==> src/rtl/pll_reset_sequencer.sv <==
// pll_reset_sequencer: holds the PLL in reset, qualifies lock, then releases
// the clk0 and clk1 domain resets in order. Re-runs the sequence on loss of
// lock and reports status to the MCU register block.
// Optional build macro: PLL_SEQ_FAULT_EN enables the FAULT state, which is
// entered after MAX_RETRIES failed lock attempts.
module pll_reset_sequencer #(
    parameter int RST_HOLD_CYCLES = 100,
    parameter int LOCK_TIMEOUT    = 50000,
    parameter int LOCK_STABLE     = 1024,
    parameter int RELEASE_GAP     = 16,
    parameter int MAX_RETRIES     = 3,
    parameter int CNT_W           = 16
) (
    input  logic       refclk,
    input  logic       reset,
    input  logic       pll_lock,
    input  logic       restart,
    output logic       pll_rst,
    output logic       rst_out0,
    output logic       rst_out1,
    output logic       ready,
    output logic       lock_lost,
    output logic [3:0] retry_cnt,
    output logic       fault
);

`ifdef PLL_SEQ_FAULT_EN
    localparam bit FAULT_EN = 1'b1;
`else
    localparam bit FAULT_EN = 1'b0;
`endif

    // Terminal counter values. HOLD/timeout/gap compare against N-1 so the
    // state lasts exactly N cycles; the stable counter compares against its
    // full count so release lands LOCK_STABLE cycles after lock_s rises.
    localparam logic [CNT_W-1:0] HOLD_LAST    = CNT_W'(RST_HOLD_CYCLES - 1);
    localparam logic [CNT_W-1:0] TIMEOUT_LAST = CNT_W'(LOCK_TIMEOUT - 1);
    localparam logic [CNT_W-1:0] STABLE_DONE  = CNT_W'(LOCK_STABLE);
    localparam logic [CNT_W-1:0] GAP_LAST     = CNT_W'(RELEASE_GAP - 1);
    localparam logic [3:0]       RETRY_LIMIT  = 4'(MAX_RETRIES);

    typedef enum logic [2:0] {
        S_HOLD,
        S_WAIT_LOCK,
        S_REL0,
        S_RUN,
        S_FAULT
    } state_t;

    state_t           state;
    logic [1:0]       lock_pipe;
    logic             lock_s;
    logic [CNT_W-1:0] cnt;
    logic [CNT_W-1:0] stab_cnt;
    logic [3:0]       retry_inc;
    logic             timeout;
    logic             lock_done;

    assign lock_s    = lock_pipe[1];
    assign timeout   = (cnt == TIMEOUT_LAST);
    assign lock_done = (stab_cnt == STABLE_DONE);

    // Two-flop synchronizer for the asynchronous PLL lock indicator
    always_ff @(posedge refclk or posedge reset) begin
        if (reset) lock_pipe <= 2'b00;
        else       lock_pipe <= {lock_pipe[0], pll_lock};
    end

    // Saturating next value of the failed-attempt counter
    always_comb begin
        retry_inc = retry_cnt;
        if (retry_cnt != 4'hF) retry_inc = retry_cnt + 4'd1;
    end

    // Sequencer FSM with registered outputs; restart outranks every other event
    always_ff @(posedge refclk or posedge reset) begin
        if (reset) begin
            state     <= S_HOLD;
            cnt       <= '0;
            stab_cnt  <= '0;
            pll_rst   <= 1'b1;
            rst_out0  <= 1'b1;
            rst_out1  <= 1'b1;
            ready     <= 1'b0;
            lock_lost <= 1'b0;
            retry_cnt <= 4'd0;
            fault     <= 1'b0;
        end else if (restart && state != S_FAULT) begin
            state     <= S_HOLD;
            cnt       <= '0;
            stab_cnt  <= '0;
            pll_rst   <= 1'b1;
            rst_out0  <= 1'b1;
            rst_out1  <= 1'b1;
            ready     <= 1'b0;
            lock_lost <= 1'b0;
            retry_cnt <= 4'd0;
        end else begin
            case (state)
                S_HOLD: begin
                    if (cnt == HOLD_LAST) begin
                        state   <= S_WAIT_LOCK;
                        cnt     <= '0;
                        pll_rst <= 1'b0;
                    end else begin
                        cnt <= cnt + 1'b1;
                    end
                end
                S_WAIT_LOCK: begin
                    // A lock qualifying on the timeout cycle still wins
                    if (lock_done) begin
                        state    <= S_REL0;
                        cnt      <= '0;
                        stab_cnt <= '0;
                        rst_out0 <= 1'b0;
                    end else if (timeout) begin
                        cnt       <= '0;
                        stab_cnt  <= '0;
                        pll_rst   <= 1'b1;
                        retry_cnt <= retry_inc;
                        if (FAULT_EN && retry_inc >= RETRY_LIMIT) begin
                            state <= S_FAULT;
                            fault <= 1'b1;
                        end else begin
                            state <= S_HOLD;
                        end
                    end else begin
                        cnt      <= cnt + 1'b1;
                        stab_cnt <= lock_s ? stab_cnt + 1'b1 : '0;
                    end
                end
                S_REL0: begin
                    if (!lock_s) begin
                        state    <= S_HOLD;
                        cnt      <= '0;
                        pll_rst  <= 1'b1;
                        rst_out0 <= 1'b1;
                        rst_out1 <= 1'b1;
                        ready    <= 1'b0;
                    end else if (cnt == GAP_LAST) begin
                        state    <= S_RUN;
                        cnt      <= '0;
                        rst_out1 <= 1'b0;
                        ready    <= 1'b1;
                    end else begin
                        cnt <= cnt + 1'b1;
                    end
                end
                S_RUN: begin
                    // Only a drop seen while fully running is reported as lock_lost
                    if (!lock_s) begin
                        state     <= S_HOLD;
                        cnt       <= '0;
                        pll_rst   <= 1'b1;
                        rst_out0  <= 1'b1;
                        rst_out1  <= 1'b1;
                        ready     <= 1'b0;
                        lock_lost <= 1'b1;
                    end
                end
                S_FAULT: begin
                    state <= S_FAULT;
                end
                default: begin
                    state <= S_HOLD;
                    cnt   <= '0;
                end
            endcase
        end
    end

endmodule
==> config.mk <==
export PLATFORM = sky130hd
export DESIGN_NAME = pll_reset_sequencer
export DESIGN_NICKNAME = d
export VERILOG_FILES = /design/src/rtl/pll_reset_sequencer.sv
export SDC_FILE = /design/constraint.sdc
export NUM_CORES = 1
export LEC_CHECK = 0
export ABC_AREA = 1
export BUFFER_PORTS_ARGS = -buffer_cell sky130_fd_sc_hd__buf_2
export CAP_MARGIN = 20
export CELL_PAD_IN_SITES_DETAIL_PLACEMENT = 0
export CELL_PAD_IN_SITES_GLOBAL_PLACEMENT = 1
export CORE_MARGIN = 5
export CORE_UTILIZATION = 48
export DETAILED_ROUTE_END_ITERATION = 16
export PLACE_DENSITY = 0.94
export SLEW_MARGIN = 20
export SYNTH_ARGS = -nofsm -noshare
export SYNTH_HDL_FRONTEND = slang
export SYNTH_SLANG_ARGS = --single-unit
==> constraint.sdc <==
create_clock -name refclk -period 2.4 [get_ports refclk]
set_input_delay 0.36 -clock refclk [delete_from_list [all_inputs] [get_ports refclk]]
set_output_delay 0.36 -clock refclk [all_outputs]
set_load 0.01 [all_outputs]
# After elaboration in Yosys (flattened, before gate mapping)
# Index checks and enable logic that the tools add are counted.
# op_classes
add_sub_neg,3
mul,0
div_mod_pow,0
magnitude_cmp,0
n_eq_ne,21
shifts,0
muxes,46
bitwise,0
reduce_logical,17
# op_table
cell,n
$mux W16,12
$pmux W16 S5,1
$add A16 B1 Y16 const B,2
$mux W3,7
$mux W4,5
$ne A3 B3 Y1 const B,6
$eq A16 B11 Y1 const B,1
$eq A16 B16 Y1 const B,1
$eq A16 B4 Y1 const B,1
$eq A16 B7 Y1 const B,1
$mux W1,16
$pmux W3 S5,1
$ne A4 B4 Y1 const B,3
$reduce_and A4 Y1,2
$reduce_bool A2 Y1,4
$eq A3 B2 Y1 const B,2
$pmux W1 S2,3
$reduce_and A3 Y1,2
$reduce_bool A3 Y1,2
$reduce_and A5 Y1,1
$add A4 B1 Y4 const B,1
$ne A2 B1 Y1 const B,2
$reduce_and A2 Y1,2
$reduce_bool A4 Y1,1
other kinds (8),8
# totals
regBits,46
latch_bits,0
ram_bits,0
mem_bits_ro,0
output_inout_bits,10
n_memories,0

# Logic depth before layout (Yosys ltp)
# logic_depth
depth_word,6
depth_mapped,11
mapped_depth_nobuf,11

# Least setup slack after synthesis
# OpenSTA, ideal clock, no wires.
# synth_path
kind,register -> register
startpoint,register cnt[0]
endpoint,register cnt[2]
setup_time_ns,0.083
t_arrival_ns,1.399
required_ns,2.317
setup_slack_ns,0.918
stages_incl_launch_ff,9
period_less_slack_ns,1.482
path_cell_list,dfrtp_1 ha_1 nand3_1 nor2_1 nand2_1 nand3_1 nand2_4 nand2_4 o21ai_0
# synth_between
elab_chain_len,5
word_cells_on_any_way,11
cone_classes,add/sub (1); eq/ne (3); mux (7)
# synth_rtl
element,line_no,text
from (decl),53,logic [CNT_W-1:0] cnt;
from (signal assigned),106,cnt <= cnt + 1'b1;
from (signal assigned),128,cnt <= cnt + 1'b1;
from (signal assigned),146,cnt <= cnt + 1'b1;
"$add A16 B1 Y16, or another cell as far along","106, 128, 146",
$mux W16 (on tied branches),"140, 116",
$mux W16 (on tied branches),"133, 111",
$pmux W16 S5 *,99,case (state)
$mux W16 *,88,end else if (restart && state != S_FAULT) begin
# Mark *: on every way between the ends. The rest lies on a longest branch, timed or not.
# A chain may end at the register's enable or synchronous reset.

# Worst setup path in the final report
# layout_path
startpoint,register cnt[0]
endpoint,register cnt[0]
# Same word-level chain as after synthesis.

==> impl_metrics.yaml <==
layout:
  n_antenna_cell: 0
  final_common_cell: "sky130_fd_sc_hd__nand2_1"
  nNetsFinal: 449
  fraction_of_final_layout_cells_sized_beyond_drive_strength_1_pct: 12.44
  stdcell_area_um2: 3218
  layout-area-overhead-vs-synth_pct: 7.391
  mostFrequentLayoutCells: "sky130_fd_sc_hd__nand2_1, sky130_fd_sc_hd__nor2_1, sky130_fd_sc_hd__inv_1"
yosys:
  synth_seq_area_share_pct: 38.54
  synthesis.area_per_instance_um2: 7.068
  synth_compound_area_share_pct: 8.894
  synth-edff-count: 0
  synth.area.mux_share_pct: 0
  synth_top_area_share_pct: 35.91
  synthesis.nets: 432
  synth_seq_cells: 46
  ys_top_cells_by_area: "sky130_fd_sc_hd__dfrtp_1, sky130_fd_sc_hd__nand2_1, sky130_fd_sc_hd__nor2_1, sky130_fd_sc_hd__inv_1, sky130_fd_sc_hd__nand3_1"
  synth_xor_area_share_pct: 3.215
  synth_ff_type: "sky130_fd_sc_hd__dfrtp_1"
  netlist.top_cell.by_area: "sky130_fd_sc_hd__dfrtp_1"
  synth-simple-area-share_pct: 38.66
  ys.warnings.count: 1
  synthCells: 424
  syn-cell-area_um2: 2997
  combinational_family_with_the_most_area_after_synthesis: "simple AND/OR/NAND/NOR gates"
  synthDistinctLibCells: 39
  synth_async_sr_flop_share_pct: 100.0
  yosys.area_share.adder_pct: 1.670
routing:
  wl_per_cell_um: 12.31
  detailedRoute.firstIterationViolations: 122
  post-route-drc-count: 0
  via_count: 2674
  vias_per_cell: 5.172
  routed_wirelength_mm: 6.362
  drt_pre_antenna_iters: 4
  drtAntennaViolNets: 0
setup_path:
  crit_path_max_fanout: 9
  cp_slowest_stage_delay_ns: 0.42
  critical-path-slowest-cell: "sky130_fd_sc_hd__dfrtp_1"
  worst-endpoint-required_ns: 2.61
  path_cells: "ha_1 > nand3_1 > nor2_1 > nand2_1 > nand3_1 > nand2_4 > nand2_4 > o21ai_0"
  critical_path_class: "reg -> reg"
  timing.reg2reg.worst_path_depth: 8
  critical_path_arrival_ns: 1.98
  worstSetupStartpointType: "flop"
  rr_startpoint: "cnt[0]$_DFFE_PP0P_"
  timing.critical_path.to_type: "flop"
  crit_path_start: "cnt[0]$_DFFE_PP0P_"
timing:
  fin_skew_ns: 0.01299
  tmin_final_ns: 1.763
  fin_ws_ns: 0.6373
  max_slew.worst_pin.slew_ns: 0.5972
  hold_violations_final: 0
  maxClockFrequency_ghz: 0.5673
  rsz0062_at_grt: "no"
  setup_viol: 0
  slew_violations: 0
  fin_setup_tns_ns: 0
  worst_slew_margin_rel_pct: 60.18
  fin_crit_sh_pct: 73.45
global_routing:
  gr-usage-met1_pct: 22.79
  vias_in_the_first_global_route: 2602
  grtUsageTotal_pct: 18.20
  gr-max-usage-layer: "met2"
  grt_start_max_net_pins: 20
  routing_usage_on_met3_pct: 3.134
  grt_pass1_wl_mm: 11.38
  grt_antenna_before_repair: 0
  globalRouteOverflowTotal: 0
  grt_use_met2_pct: 32.12
floorplan:
  fp.coreArea_um2: 5991
  die_w_um: 89.01
  dieHeight_um: 89.01
  std_cell_rows: 28
  top_level_ports: 14
  die-area_um2: 7923
  initial_utilization_pct: 50.02
hold_path:
  min_path_cells: 1
  hp-class: "in -> reg"
  startpoint_of_the_tightest_hold_check_path: "pll_lock"
placement:
  global_placer_s_final_weighted_congestion: 0.8372
  detailedPlacementHpwl_mm: 4.878
  placed_inst_area_um2: 3117
  detailedPlace.worstSlack_ns: 0.6429
  portBuffers: 12
clock_network:
  clk_path_buf_depth: 2
  clock_tree.htree_level_count: 2
  clock_tree_from_tritoncts: "yes"
  post_cts.repair.setup_buffers: 0
  cts.sink_count: 46
  post_cts_resize_count: 0
  cts.reportedPaths.clkPinSlew_ns: 0.08
  clk_root_buffer_cell: "sky130_fd_sc_hd__clkbuf_8"
  number_of_buffers_created_by_cts: 5
  worst_skew_pair.late_latency_ns: 0.30
power:
  pwr_density_cell_nw_per_um2: 523.3
  power_leakage_nw: 1.547
  worst_vdd_ir_mv: 0.3604
flow_run:
  cap_viol_max_count: 0
status:
  run_status: "completed"
-- worst max-delay path: cells and delay by family, from the launching register on --
family,cells,cell delay [ns]
compound gates,1,0.16
simple gates,6,0.84
flops,1,0.42
fa+ha+maj,1,0.27
-- final cells by class --
class                   count  area, um2
multi-input cells         315       1575
fillers                   596       2773
inverters                  58      217.7
repair buffers             15      85.08
clock buffers               7      86.33
flip-flops and latches     46       1155
well taps                  75      93.84
clock inverters             1      5.005
-- worst paths after layout --
kind                                             to  slack (ns)
min in group asynchronous  stab_cnt[15]$_DFFE_PP0P_        0.53
max in group asynchronous      rst_out1$_DFFE_PP1P_        1.27
min                          lock_pipe[0]$_DFF_PP0_        0.17
max                              cnt[0]$_DFFE_PP0P_        0.64
max reg2reg                      cnt[0]$_DFFE_PP0P_        0.64
min reg2reg                  lock_pipe[1]$_DFF_PP0_        0.36
-- power breakdown --
| part | leakage (nW) | internal, mW | switching (mW) |
|---|---|---|---|
| clock network | 0.0482 | 0.233 | 0.261 |
| logic | 0.879 | 0.109 | 0.210 |
| registers | 0.620 | 0.824 | 0.0484 |
-- cells in the mapped netlist (2+ instances only) --
| library cell | number |
|---|---|
| sky130_fd_sc_hd__nand2_1 | 123 |
| sky130_fd_sc_hd__nor2_1 | 68 |
| sky130_fd_sc_hd__inv_1 | 51 |
| sky130_fd_sc_hd__dfrtp_1 | 43 |
| sky130_fd_sc_hd__nand3_1 | 30 |
| sky130_fd_sc_hd__a21oi_1 | 18 |
| sky130_fd_sc_hd__xor2_1 | 10 |
| sky130_fd_sc_hd__o21ai_0 | 8 |
| sky130_fd_sc_hd__o21ai_1 | 8 |
| sky130_fd_sc_hd__inv_2 | 7 |
| sky130_fd_sc_hd__nand4_1 | 6 |
| sky130_fd_sc_hd__a31oi_1 | 4 |
| sky130_fd_sc_hd__ha_1 | 4 |
| sky130_fd_sc_hd__nand2_4 | 4 |
| sky130_fd_sc_hd__nand3_2 | 4 |
| sky130_fd_sc_hd__dfstp_2 | 3 |
| sky130_fd_sc_hd__nand2_2 | 3 |
| sky130_fd_sc_hd__nand3b_1 | 3 |
| sky130_fd_sc_hd__nor3_1 | 3 |
| sky130_fd_sc_hd__buf_2 | 2 |
| sky130_fd_sc_hd__nor2_2 | 2 |
| sky130_fd_sc_hd__nor2_4 | 2 |
| sky130_fd_sc_hd__o21bai_1 | 2 |
-- flip-flops by register name (all words and copies together), names as in the netlist --
name,count
rst_out0,1
cnt,16
state,3
retry_cnt,4
lock_lost,1
rst_out1,1
stab_cnt,16
lock_pipe,2
ready,1
pll_rst,1
-- cells by family (layout without fill, tap and decap cells) --
logic type                 Yosys count  after routing
AOI/OAI and AO/OA                   45             45
and+or+nand+nor                    254            254
DFF                                 46             46
xor gates and xnor gates            11             11
other                                1              1
buffers and inverters               63             81
adders and majority gates            4              4
-- layer usage --
layer	wire length, um	part of all wire (%)	vias to the layer above
met4	29	0.46	0
met3	198	3.1	2
li1	-	-	1374
met1	2876	45	1253
met5	0	0	-
met2	3257	51	45
-- per-stage QoR --
step                      utilization (%)  hold WS [ns]  cells  total power [mW]
after floorplan                         -        0.3312    424             1.130
after global placement              52.03        0.3172    508             1.200
after detailed placement            52.03        0.3158    508             1.210
after CTS                           53.72        0.1512    517             1.712
after global routing                53.72        0.1389    517             1.805
final                               53.72        0.1689    517             1.684
-- timing repair --
| action | 4_1_cts | 5_1_grt |
|---|---|---|
| endpoints found under the hold margin | 11 | 0 |
| setup endpoints to repair | 0 | 0 |
| hold buffers | 1 | 0 |
Power figures use the tool's default switching activity.
